### src/rtl/layer4_argmax.sv
// Argmax over the layer-4 fully-connected node outputs: snapshot on start,
// then a one-per-cycle scan that reports the winning class index and value.
module layer4_argmax #(
  parameter int unsigned NUM_IN = 25,
  parameter int unsigned IDX_W  = 5
) (
  input  logic                    clk,
  input  logic                    reset,
  input  logic                    start,
  input  logic [32*NUM_IN-1:0]    Nx_flat,
  output logic                    busy,
  output logic                    done,
  output logic [IDX_W-1:0]        class_idx,
  output logic [31:0]             max_val,
  output logic                    all_zero
);

  localparam int unsigned VAL_W = 32;
  localparam logic [IDX_W-1:0] LAST_IDX = IDX_W'(NUM_IN - 1);

  typedef enum logic [0:0] {
    IDLE = 1'b0,
    SCAN = 1'b1
  } state_t;

  state_t             state;
  state_t             state_nxt;

  logic [IDX_W-1:0]   cnt;
  logic [VAL_W-1:0]   best_val;
  logic [IDX_W-1:0]   best_idx;
  logic [VAL_W-1:0]   snap [NUM_IN];

  logic               last_c;
  logic               take_c;
  logic [VAL_W-1:0]   cand_val_c;
  logic [IDX_W-1:0]   cand_idx_c;

  // Next state plus the running compare; strict '>' keeps the lowest index on ties
  always_comb begin
    state_nxt  = state;
    last_c     = (cnt == LAST_IDX);
    take_c     = (snap[cnt] > best_val);
    cand_val_c = best_val;
    cand_idx_c = best_idx;
    if (take_c) begin
      cand_val_c = snap[cnt];
      cand_idx_c = cnt;
    end
    case (state)
      IDLE: if (start) state_nxt = SCAN;
      SCAN: if (last_c) state_nxt = IDLE;
      default: state_nxt = IDLE;
    endcase
  end

  always_ff @(posedge clk) begin
    if (!reset) begin
      state <= IDLE;
    end else begin
      state <= state_nxt;
    end
  end

  // Datapath: snapshot bank, running best, and registered result outputs
  always_ff @(posedge clk) begin
    if (!reset) begin
      cnt       <= '0;
      best_val  <= '0;
      best_idx  <= '0;
      busy      <= 1'b0;
      done      <= 1'b0;
      class_idx <= '0;
      max_val   <= '0;
      all_zero  <= 1'b0;
      for (int unsigned i = 0; i < NUM_IN; i++) begin
        snap[i] <= '0;
      end
    end else begin
      done <= 1'b0;
      case (state)
        IDLE: begin
          if (start) begin
            for (int unsigned i = 0; i < NUM_IN; i++) begin
              snap[i] <= Nx_flat[VAL_W*i +: VAL_W];
            end
            cnt      <= '0;
            best_val <= '0;
            best_idx <= '0;
            busy     <= 1'b1;
          end
        end
        SCAN: begin
          best_val <= cand_val_c;
          best_idx <= cand_idx_c;
          cnt      <= cnt + IDX_W'(1);
          // Final element goes straight to the outputs, no extra cycle
          if (last_c) begin
            class_idx <= cand_idx_c;
            max_val   <= cand_val_c;
            all_zero  <= (cand_val_c == '0);
            done      <= 1'b1;
            busy      <= 1'b0;
          end
        end
        default: ;
      endcase
    end
  end

endmodule

### config.mk
export PLATFORM = sky130hd
export DESIGN_NAME = layer4_argmax
export DESIGN_NICKNAME = d
export VERILOG_FILES = /design/src/rtl/layer4_argmax.sv
export SDC_FILE = /design/constraint.sdc
export NUM_CORES = 1
export LEC_CHECK = 0
export BUFFER_PORTS_ARGS = -buffer_cell sky130_fd_sc_hd__buf_2
export CAP_MARGIN = 0
export CORE_AREA = 2 2 324 326
export DETAILED_ROUTE_END_ITERATION = 6
export DIE_AREA = 0 0 326 328
export GPL_TIMING_DRIVEN = 0
export PLACE_DENSITY = 0.56
export SYNTH_ARGS = -nofsm -noshare
export SYNTH_HDL_FRONTEND = slang
export SYNTH_SLANG_ARGS = --single-unit
export TNS_END_PERCENT = 5
### constraint.sdc
create_clock -name clk -period 176.4 [get_ports clk]
set_clock_uncertainty 0.1 [all_clocks]
set_input_delay 8.82 -clock clk [delete_from_list [all_inputs] [get_ports clk]]
set_output_delay 8.82 -clock clk [all_outputs]
set_load 0.005 [all_outputs]
== Word-level counts from Yosys, hierarchy flattened ==
Memories as Yosys holds them, arrays and structs flattened. A register that Yosys moved wholly into a read port is not among the register bits.
Index checks and enable logic that the tools add are counted.

* Memory bits (writable): 800
* Register bits: 83
* Input bits: 803
* Memories: 1
* Output and inout bits: 40

{| class="wikitable"
|+ Memories
! memory !! words !! width !! read ports !! clocked after memory_dff !! wr ports !! line !! RTL
|-
| snap || 25 || 32 || 1 || 1 || 25 || 32 || <nowiki>logic [VAL_W-1:0] snap [NUM_IN];</nowiki>
|}

* Equality and inequality tests: 3
* Reduce and logical (&&, ||, !) cells: 4
* $lt $le $gt $ge: 1
* Add/sub/neg operators: 1
* Muxes and demuxes: 45
* Bitwise operators: 26

{| class="wikitable"
|+ Operator list
! operator !! count
|-
| $mux W32 || 27
|-
| $pmux W32 S2 || 1
|-
| $gt A32 B32 Y1 || 1
|-
| $logic_not A32 Y1 || 1
|-
| $or A1 B1 Y1 || 25
|-
| $mux W5 || 4
|-
| $pmux W5 S2 || 2
|-
| $mux W1 || 9
|-
| $reduce_and A2 Y1 || 3
|-
| $add A5 B1 Y5 const B || 1
|-
| $eq A5 B5 Y1 const B || 1
|-
| $pmux W1 S2 || 2
|-
| $ne A2 B1 Y1 const B || 1
|-
| $ne A2 B2 Y1 const B || 1
|-
| $not A1 Y1 || 1
|}

== Depth between registers and ports, before layout ==
* Word-level depth: 5
* Gate-level depth with buffers: 22
* Gate-level depth less buffers: 14

== Worst setup path before layout ==
OpenSTA, ideal clock, no wires.

* Path type: input to register
* From: input port start
* To: register (tool-made name)
* Buffers on the path: 0
* Data required time: 173894 ps
* Stages: 3
* Data arrival time: 65612 ps
* Setup time: 2406 ps
* Path slack: 108283 ps
* Path through: inv_1 -> o21ai_0 -> nor2_1

{| class="wikitable"
|+ RTL lines
! what !! line !! RTL
|-
| from (decl) || 9 || <nowiki>input logic start,</nowiki>
|}

==> metrics.txt <==
outcome=complete, but fails checks; violated checks=max-capacitance violations, max-slew violations; number of hold buffers added after CTS=0; Hold Path Class=reg -> reg; async set or reset register ratio after synthesis=0%; Area growth, synth to finish=24.94%; FF-to-FF path depth=19; most common cell after layout, fill and taps aside=buf_2; fin crit share=6.964%; clock latency on the worst-skew pair=0.70 ns; Worst Path Arrival=12.73 ns; die width=326 µm; Total Routed Length=176.8 mm; drt first pass iters=6; Fin. Hold Viols=0; leak pwr=0.01961 µW; multi-input logic area=0.01343 mm²; # port buffers=approximately 840; Layout fillers=between 9000 and 10000; ys flop type=edfxtp_1; die height=roughly 330 µm; DRT iter0 DRCs=3393; # DRC=0; clock slew at reported path FFs=0.06 ns; GRT Util Overall=32.58%; register area=0.02578 mm²; via count=28790; mapped cell area=0.04017 mm²; Overflow after GRT=0; #FFs+latches synth=around 890; clock sink total=888; minimum clock period=12.28 ns; syn_nets=~3600; H-tree Lvls=3; Yosys warning total=0; Antenna Violating Nets Remaining=0; EDFF count, synth=800; endpoints failing setup=0; CTS tree=built; layout cells sized above 1=33.04%; CP Capture Type=flip-flop; Root Driver=clkbuf_16; Pwr Density=between 10 and 15 mW/mm²; maxcap violations=1; unrepaired setup endpoints after global routing=false; TNS Setup=0 ns; hpwl dp=between 100 and 150 mm; CP startpoint kind=input pin; post-layout util=around 50%; post-CTS sizing=0; Core ar.=0.1032 mm²; TritonCTS buffer count=98; Die Area=around 0.11 mm²; largest fanout on the critical path=10; syn_area_per_cell=between 10 and 15 µm²; Starting Density=between 30% and 40%; Peak Freq=81.40 MHz; vias per cell=5.517; vias in the first global route=28820; first-pass GRT wire length=234.7 mm; placement row count=118; Nets=4555; Slew Limit Fails=15; Yosys cell types=65; actual slew at the worst max-slew pin=1.576 ns; CP required=around 180 ns; maximum vdd ir drop=between 0.000007 and 0.000008 V; Max clock buf depth=3; most frequent cells in the layout=870 x buf_2, 805 x and2_1, 800 x edfxtp_1, 174 x mux4_2, 173 x clkbuf_1; postcts setup bufs=0; Final GP Congestion=0.9352; WS Path Type=in -> reg; Top-Level Pins=843; Hold Path Cell Cnt=2; pin count of the biggest net entering global routing=33; Post-Syn Instances=2742; post-synthesis sequential area ratio=64.20%; average routed wire per standard cell=around 34 µm; initial antenna violation count=84; max_slew headroom=-5.079%
kinds of logic after synthesis:
group,count (synthesis),synth area share (%)
and+or+nand+nor,1043,15.48
DFF,888,64.20
AOI/OAI and AO/OA,294,5.053
muxes,246,11.73
buffers and inverters,234,2.417
adders and majority gates,34,1.059
xor gates and xnor gates,3,0.06543
final timing paths:
check / startpoint / to / slack, ns
min: max_val[17]$_SDFFE_PN0P_ / max_val[17]$_SDFFE_PN0P_ / 0.36
min reg2reg: max_val[17]$_SDFFE_PN0P_ / max_val[17]$_SDFFE_PN0P_ / 0.36
max: reset / snap[7][3]$_SDFFCE_PN0P_ / 164.12
max reg2reg: flip-flop / class_idx[4]$_SDFFE_PN0P_ / 167.04
cell usage after synthesis, drive strengths merged, types with 3 or more instances:
| master | number | area [µm²] |
|---|---|---|
| nor2 | 36 | 135.1 |
| a22o | 3 | 26.28 |
| nand3 | 11 | 55.05 |
| dfxtp | 88 | 1762 |
| mux4 | 177 | 3998 |
| inv | 40 | 150.1 |
| edfxtp | 800 | 24020 |
| ha | 34 | 425.4 |
| o221ai | 3 | 26.28 |
| nand3b | 3 | 22.52 |
| nor3 | 12 | 60.06 |
| o22a | 3 | 26.28 |
| nand2b | 19 | 118.9 |
| mux2 | 19 | 214.0 |
| o211ai | 48 | 360.4 |
| and2 | 805 | 5036 |
| a32oi | 7 | 61.31 |
| nor2b | 26 | 162.7 |
| a21boi | 40 | 300.3 |
| a21oi | 28 | 140.1 |
| buf | 51 | 284.0 |
| o32ai | 3 | 26.28 |
| nor4 | 12 | 75.07 |
| or3 | 4 | 25.02 |
| clkbuf | 143 | 536.8 |
| nand4 | 13 | 81.33 |
| or2 | 4 | 25.03 |
| a22oi | 48 | 365.3 |
| or4 | 4 | 30.03 |
| mux2i | 50 | 500.5 |
| o22ai | 25 | 156.4 |
| a31oi | 9 | 56.30 |
| and3 | 5 | 31.28 |
| a221oi | 8 | 70.07 |
| o21ai | 51 | 255.2 |
| nand2 | 84 | 315.3 |
stage by stage:
step / hold WS (ns) / setup WS, ns / std cells / instance area [µm²] / power (µW)
global placement: 0.3512 / 81.73 / 4963 / 46100 / 357.4
global route: 0.3867 / 164.08 / 5203 / 50140 / 539.0
floorplan: 0.3575 / 108.28 / 2742 / 40170 / 311.8
detailed placement: 0.3562 / 163.37 / 4998 / 46870 / 320.5
finish: 0.3606 / 164.12 / 5219 / 50180 / 525.6
CTS: 0.3652 / 164.11 / 5182 / 50090 / 526.6
state kept, by name (all words and copies together) (netlist names), named ones only:
name and cells:
state 1, all_zero 1, snap 800, best_val 32, busy 1, best_idx 5
cnt 5, max_val 32, done 1, class_idx 5
cell type report:
cell class / instances / area share (%)
Antenna cell: 37 / 0.1845
Tap cell: 1380 / 3.441
Timing Repair Buffer: 876 / 9.873
Inverter: 40 / 0.2992
Clock inverter: 46 / 0.9998
Multi-Input combinational cell: 1620 / 26.77
Sequential cell: 888 / 51.38
Buffer: 194 / 1.641
Clock buffer: 138 / 5.410
power by group:
| part | leakage [µW] | internal, µW | switching, µW |
|---|---|---|---|
| Sequential | 0.00930 | 246 | 5.17 |
| Clock | 0.00157 | 120 | 88.8 |
| Combinational | 0.00874 | 26.5 | 39.5 |
| Total | 0.0196 | 392 | 134 |
routing by layer:
layer  track usage (%)  up-vias  wire length, µm
met4             12.89       38             7152
met5                 0        -              236
met1             42.10    14700            68780
li1                  -    12210                -
met2             54.52     1509            86390
met3             5.845      328            14190
worst max-delay path: stages:
cell and delay [ns]:
clkbuf_1 0.68, and3_1 0.26, clkbuf_1 0.86, clkbuf_1 0.83
clkbuf_1 0.97, and2_1 0.26
Power figures use the tool's default switching activity.
